<file path="src/rtl/ntr_response_tx_if.sv">
`default_nettype none
// ============================================================================
// Module   : ntr_response_tx_if
// Brief    : Word-stream handshake between the response generator and the
//            NTR response transmitter.
// Revision : 1.0
// ============================================================================
interface ntr_response_tx_if;
    logic [31:0] wr_data;
    logic        wr_valid;
    logic        wr_ready;

    modport master (output wr_data, output wr_valid, input wr_ready);
    modport slave  (input wr_data, input wr_valid, output wr_ready);
endinterface
`default_nettype wire

</file>
<file path="src/rtl/ntr_response_tx.sv">
`default_nettype none
// ============================================================================
// Module   : ntr_response_tx
// Brief    : Cartridge-side NTR reply transmitter; buffers 32-bit words and
//            drives them LSB byte first, one byte per ntr_clk falling edge.
// Revision : 1.0
// ============================================================================
module ntr_response_tx #(
    parameter int         SYNC_STAGES = 2,
    parameter int         LEN_W       = 12,
    parameter int         DEPTH       = 4,
    parameter logic [7:0] FILL_BYTE   = 8'hFF
) (
    input  logic             clk,
    input  logic             rst_n,
    input  logic             ntr_clk,
    input  logic             ntr_cs_n,
    input  logic             start,
    input  logic [LEN_W-1:0] xfer_words,
    ntr_response_tx_if.slave wr,
    output logic [7:0]       ntr_data,
    output logic             ntr_oe,
    output logic             busy,
    output logic             done,
    output logic             underrun
);

    localparam int c_PTR_W = $clog2(DEPTH);
    localparam int c_CNT_W = c_PTR_W + 1;

    typedef enum logic [1:0] {
        S_IDLE  = 2'd0,
        S_LOAD  = 2'd1,
        S_SHIFT = 2'd2,
        S_DONE  = 2'd3
    } state_t;

    // Synchronisers reset to 1 so the bus reads as idle out of reset
    logic [SYNC_STAGES-1:0] r_clk_sync;
    logic [SYNC_STAGES-1:0] r_cs_sync;
    logic                   r_clk_prev;
    logic                   r_cs_prev;
    logic                   w_fall;
    logic                   w_cs_rise;

    always_ff @(posedge clk or negedge rst_n) begin
        if (!rst_n) begin
            r_clk_sync <= '1;
            r_cs_sync  <= '1;
            r_clk_prev <= 1'b1;
            r_cs_prev  <= 1'b1;
        end else begin
            r_clk_sync <= {r_clk_sync[SYNC_STAGES-2:0], ntr_clk};
            r_cs_sync  <= {r_cs_sync[SYNC_STAGES-2:0], ntr_cs_n};
            r_clk_prev <= r_clk_sync[SYNC_STAGES-1];
            r_cs_prev  <= r_cs_sync[SYNC_STAGES-1];
        end
    end

    assign w_fall    = r_clk_prev & ~r_clk_sync[SYNC_STAGES-1];
    assign w_cs_rise = ~r_cs_prev & r_cs_sync[SYNC_STAGES-1];

    state_t             r_state;
    logic [LEN_W-1:0]   r_remaining;
    logic [31:0]        r_sreg;
    logic [1:0]         r_idx;
    logic [7:0]         r_ntr_data;
    logic               r_oe;
    logic               r_busy;
    logic               r_done;
    logic               r_underrun;

    logic [31:0]        r_mem [DEPTH];
    logic [c_PTR_W-1:0] r_wr_ptr;
    logic [c_PTR_W-1:0] r_rd_ptr;
    logic [c_CNT_W-1:0] r_count;
    logic               w_full;
    logic               w_empty;
    logic               w_push;
    logic               w_pop;
    logic               w_abort;
    logic [31:0]        w_word;

    assign w_full      = (r_count == c_CNT_W'(DEPTH));
    assign w_empty     = (r_count == '0);
    assign wr.wr_ready = ~w_full;
    assign w_abort     = w_cs_rise & r_busy;
    assign w_push      = wr.wr_valid & ~w_full & ~w_abort;
    assign w_pop       = (r_state == S_LOAD) & ~w_empty & ~w_abort;
    assign w_word      = w_empty ? {4{FILL_BYTE}} : r_mem[r_rd_ptr];

    always_ff @(posedge clk) begin
        if (w_push) begin
            r_mem[r_wr_ptr] <= wr.wr_data;
        end
    end

    always_ff @(posedge clk or negedge rst_n) begin
        if (!rst_n) begin
            r_wr_ptr <= '0;
            r_rd_ptr <= '0;
            r_count  <= '0;
        end else if (w_abort) begin
            r_wr_ptr <= '0;
            r_rd_ptr <= '0;
            r_count  <= '0;
        end else begin
            if (w_push) r_wr_ptr <= r_wr_ptr + 1'b1;
            if (w_pop)  r_rd_ptr <= r_rd_ptr + 1'b1;
            case ({w_push, w_pop})
                2'b10:   r_count <= r_count + 1'b1;
                2'b01:   r_count <= r_count - 1'b1;
                default: r_count <= r_count;
            endcase
        end
    end

    always_ff @(posedge clk or negedge rst_n) begin
        if (!rst_n) begin
            r_state     <= S_IDLE;
            r_remaining <= '0;
            r_sreg      <= '0;
            r_idx       <= '0;
            r_ntr_data  <= 8'h00;
            r_oe        <= 1'b0;
            r_busy      <= 1'b0;
            r_done      <= 1'b0;
            r_underrun  <= 1'b0;
        end else begin
            r_done <= 1'b0;
            if (w_abort) begin
                r_state <= S_IDLE;
                r_oe    <= 1'b0;
                r_busy  <= 1'b0;
            end else begin
                case (r_state)
                    S_IDLE: begin
                        if (start) begin
                            r_underrun <= 1'b0;
                            r_busy     <= 1'b1;
                            if (xfer_words != '0) begin
                                r_remaining <= xfer_words;
                                r_state     <= S_LOAD;
                            end else begin
                                r_state <= S_DONE;
                            end
                        end
                    end
                    S_LOAD: begin
                        r_sreg      <= w_word;
                        r_ntr_data  <= w_word[7:0];
                        r_remaining <= r_remaining - LEN_W'(1);
                        r_idx       <= 2'd0;
                        r_oe        <= 1'b1;
                        r_state     <= S_SHIFT;
                        if (w_empty) r_underrun <= 1'b1;
                    end
                    S_SHIFT: begin
                        // The last byte stays on the pads through the next LOAD
                        if (w_fall) begin
                            if (r_idx != 2'd3) begin
                                r_sreg     <= r_sreg >> 8;
                                r_ntr_data <= r_sreg[15:8];
                                r_idx      <= r_idx + 2'd1;
                            end else if (r_remaining != '0) begin
                                r_state <= S_LOAD;
                            end else begin
                                r_state <= S_DONE;
                            end
                        end
                    end
                    S_DONE: begin
                        r_oe    <= 1'b0;
                        r_busy  <= 1'b0;
                        r_done  <= 1'b1;
                        r_state <= S_IDLE;
                    end
                    default: r_state <= S_IDLE;
                endcase
            end
        end
    end

    assign ntr_data = r_ntr_data;
    assign ntr_oe   = r_oe;
    assign busy     = r_busy;
    assign done     = r_done;
    assign underrun = r_underrun;

endmodule
`default_nettype wire

</file>
<file path="src/flat_wrapper.sv">
// flat-port wrapper written by rule: the top's interface ports become plain ports
module ntr_response_tx_flat 
#(
    parameter int         SYNC_STAGES = 2,
    parameter int         LEN_W       = 12,
    parameter int         DEPTH       = 4,
    parameter logic [7:0] FILL_BYTE   = 8'hFF
)
  (clk, rst_n, ntr_clk, ntr_cs_n, start, xfer_words, ntr_data, ntr_oe, busy, done, underrun, wr_wr_data, wr_wr_valid, wr_wr_ready);
  ntr_response_tx_if wr_i ();
  input  logic clk;
  input  logic rst_n;
  input  logic ntr_clk;
  input  logic ntr_cs_n;
  input  logic start;
  input  logic [LEN_W-1:0] xfer_words;
  output logic [7:0] ntr_data;
  output logic ntr_oe;
  output logic busy;
  output logic done;
  output logic underrun;
  input wire logic [$bits(wr_i.wr_data)-1:0] wr_wr_data;
  input wire logic [$bits(wr_i.wr_valid)-1:0] wr_wr_valid;
  output wire logic [$bits(wr_i.wr_ready)-1:0] wr_wr_ready;
  assign wr_i.wr_data = wr_wr_data;
  assign wr_i.wr_valid = wr_wr_valid;
  assign wr_wr_ready = wr_i.wr_ready;
  ntr_response_tx #(.SYNC_STAGES(SYNC_STAGES), .LEN_W(LEN_W), .DEPTH(DEPTH), .FILL_BYTE(FILL_BYTE)) u_core (.clk(clk), .rst_n(rst_n), .ntr_clk(ntr_clk), .ntr_cs_n(ntr_cs_n), .start(start), .xfer_words(xfer_words), .wr(wr_i), .ntr_data(ntr_data), .ntr_oe(ntr_oe), .busy(busy), .done(done), .underrun(underrun));
endmodule
</file>
<file path="config.mk">
export PLATFORM = sky130hd
export DESIGN_NAME = ntr_response_tx_flat
export DESIGN_NICKNAME = d
export VERILOG_FILES = /design/src/rtl/ntr_response_tx_if.sv /design/src/rtl/ntr_response_tx.sv /design/src/flat_wrapper.sv
export SDC_FILE = /design/constraint.sdc
export NUM_CORES = 1
export LEC_CHECK = 0
export BUFFER_PORTS_ARGS = -buffer_cell sky130_fd_sc_hd__buf_2
export CORE_ASPECT_RATIO = 2
export CORE_MARGIN = 1.5
export CORE_UTILIZATION = 45
export DETAILED_ROUTE_END_ITERATION = 12
export GPL_ROUTABILITY_DRIVEN = 0
export PLACE_DENSITY = 0.67
export SYNTH_ARGS = -nofsm -noshare
export SYNTH_HDL_FRONTEND = slang
export SYNTH_SLANG_ARGS = --single-unit
</file>
<file path="constraint.sdc">
create_clock -name clk -period 5.9 [get_ports clk]
set_clock_uncertainty 0.05 [all_clocks]
set_input_delay 0.59 -clock clk [delete_from_list [all_inputs] [get_ports clk]]
set_output_delay 0.59 -clock clk [all_outputs]
set_load 0.02 [all_outputs]
</file>
==> results.cfg <==
[status]
status = finished clean

[placement]
placed_cells = 774
port_buffers = 62
place_hpwl_mm = 10.6

[logic_synthesis]
netlist_area_um2 = 7970
netlist_instances = 528
ys_async_sr_fraction_pct = 33.7
avgSynthCellArea_um2 = 15.1
syn_nets = 592
synth_edf_count = 128
yosysSeqAreaShare_pct = 68.7
ys_seq_elements = 193
ys.flop_type = edfxtp_1
synth_cell_types = 54
ys_warn_count = 0

[sta]
finalSetupViolCount = 0
fmax_mhz = 319
setup_tns_ns = 0
min_period_ns = 3.14
rsz0062_at_grt = false
post-route-period-util_pct = 53.2
hold_viol_final = 0
slew_headroom_pct = 18.8
worst_slew_pin_slew_ns = 1.21
slew_violations = 0

[detailed_routing]
routed_wl_mm = 16.4
drt_first_pass_iters = 5
ant_nets = 0
routed_via_density = 5.92
drc = 0
post_drt_wl_per_cell_um = 20.4
vias = 4778
drt_iter0_drc = 424

[global_route]
antenna_found_initial = 1
grt_pass1_vias = 5015
grt_max_degree = 66
grt-ovfl-total = 0
gr-usage-all-layers_pct = 18.5
grt_pass1_wl_mm = 26.0

[clock_network]
postCtsSetupBuffers = 0
cts-resized-gates = 0
cts_tree = done
clock_latency_ns = 0.42
cts-buffers-inserted = 17
clock_path_buffers = 2
clk_pin_slew_ns = 0.07
cts_hold_buffers = 0
cts_sinks = 193
htree_num_levels = 4
root_buffer = clkbuf_16

[finish]
multi_input_comb_area_um2 = 2290
final_cell_mix = 128 x edfxtp_1, 62 x nor2_1, 62 x buf_2
final_nets = 647
final_layout_size_suffix_gt1_share_pct = 24.5
fin_cells = 807
final_common_cell = edfxtp_1
area_delta_synth_final_pct = 13.4
seq_area_um2 = 5480
nFillCells = 1412

[power]
powerDensity_nw_per_um2 = 506
power.leakage_nw = 3.36
peakVddDrop_mv = 0.253

[floorplanning]
num_rows = 68
core-area_um2 = 17300
ioPinCount = 63
die_h_um = 191
dieArea_um2 = 18600
fp.dieW_um = 97.1
initial_utilization_pct = 46.2

[min_path]
hold_path_class = in2reg

[worst_setup_path]
crit_chain = inv_1 -> ha_1 -> mux2i_1 -> nor2_1 -> nand2_1 -> a211o_1
slowest_stage = ha_1
endpoint_kind = flop
crit_type = reg2reg
path_max_fanout = 25
worstSetupStartpointType = flop
cp_data_arrival_time_ns = 3.39
slowest_delay_ns = 0.76
cp.required_ns = 6.15

[flow_run]
maxCapViolCount = 0
-- area by class of cell --
cell class                      instances  area share [%]
Tap cell                              210            2.91
Clock inverter                          7           0.775
Multi-Input combinational cell        290            25.3
Inverter                               11           0.457
Antenna cell                            1          0.0277
Clock buffer                           25            5.83
Sequential cell                       193            60.6
Timing Repair Buffer                   70            4.10
-- worst max-delay path: cells and delay by family, from the launching register on --
family	cells	cell delay (ns)
muxes	1	0.18
and+or+nand+nor	2	1.08
DFF	1	0.43
adders and majority gates	1	0.76
AOI/OAI and AO/OA	1	0.39
buffers and inverters	1	0.12
-- flip-flops by register name (all words and copies together) (netlist names), 3 cells and up --
register            flops
u_core.r_sreg          25
u_core.r_mem          128
u_core.r_count          3
u_core.ntr_data         7
u_core.r_remaining     12
-- cells in the mapped netlist (all sizes together), types with 2 or more instances --
library cell  instances  area, µm²
a211o                 6       52.6
a21oi                 9       45.0
a41o                  3       30.0
a41oi                 2       17.5
and2                  5       31.3
and4                  2       17.5
buf                  13       85.1
clkbuf               21       78.8
dfrtp                59       1480
dfstp                 6        158
edfxtp              128       3840
ha                   13        163
inv                  10       37.5
mux2i                 4       40.0
mux4                 32        721
nand2                28        105
nand2b                4       25.0
nand3                 7       35.0
nand3b                4       30.0
nand4                 2       12.5
nand4b                2       17.5
nor2                 62        233
nor3                  9       45.0
nor4                  7       50.1
o211a                 2       20.0
o211ai                3       22.5
o21ai                21        105
o22ai                24        150
o41ai                 2       17.5
or2                   3       18.8
or3                   6       37.5
or4                   7       56.3
xnor2                 2       17.5
xor2                  3       26.3
-- final timing paths --
| path | startpoint | end | slack [ns] | depth (start not counted) |
|---|---|---|---|---|
| max | u_core.r_state[1]$_DFFE_PN0P_ | u_core.r_remaining[2]$_DFFE_PN0P_ | 2.76 | 6 |
| min in group asynchronous | rst_n | u_core.r_wr_ptr[1]$_DFFE_PN0P_ | 0.30 | 2 |
| max in group asynchronous | rst_n | u_core.r_rd_ptr[1]$_DFFE_PN0P_ | 4.91 | 2 |
| max reg2reg | u_core.r_state[1]$_DFFE_PN0P_ | u_core.r_remaining[2]$_DFFE_PN0P_ | 2.76 | 6 |
| min reg2reg | u_core.r_cs_sync[0]$_DFF_PN1_ | u_core.r_cs_sync[1]$_DFF_PN1_ | 0.31 | 0 |
| min | ntr_clk | u_core.r_clk_sync[0]$_DFF_PN1_ | 0.21 | 1 |
-- layer usage --
layer	vias to the layer above	wire length, µm	part of all wire, %	global-route usage [%]
met2	180	9360	57	34.9
li1	2138	-	-	-
met4	0	533	3.2	9.64
met5	-	0	0	0
met3	38	746	4.5	3.40
met1	2422	5800	35	19.2
-- logic make-up (layout without fill, tap and decap cells) --
logic type	count (synthesis)	in the layout	synth area share, %
multiplexers	36	36	9.54
flip-flops	193	193	68.7
other	0	1	0
XOR/XNOR	5	5	0.549
adder cells (fa/ha/maj)	14	14	2.29
AND/OR/NAND/NOR	155	155	9.72
buffers and inverters	45	113	2.57
AO/OA/AOI/OAI	80	80	6.61
-- power breakdown --
| part | internal [mW] | switching [mW] | total (mW) |
|---|---|---|---|
| Sequential | 1.81 | 0.219 | 2.03 |
| Clock | 0.664 | 0.467 | 1.13 |
| Combinational | 0.582 | 0.831 | 1.41 |
-- metrics by stage --
step | cell area (µm²) | hold WS (ns) | util, % | worst slack, ns | total power, mW
finish | 9040 | 0.213 | 52.4 | 2.76 | 4.57
global route | 9040 | 0.195 | 52.4 | 2.50 | 4.82
CTS | 9040 | 0.197 | 52.3 | 2.83 | 4.61
detailed placement | 8440 | 0.299 | 48.9 | 2.83 | 3.47
global placement | 8440 | 0.298 | 48.9 | 2.99 | 3.40
floorplan | 7970 | 0.244 | - | 3.30 | 3.06
(Power assumes the default switching activity.)
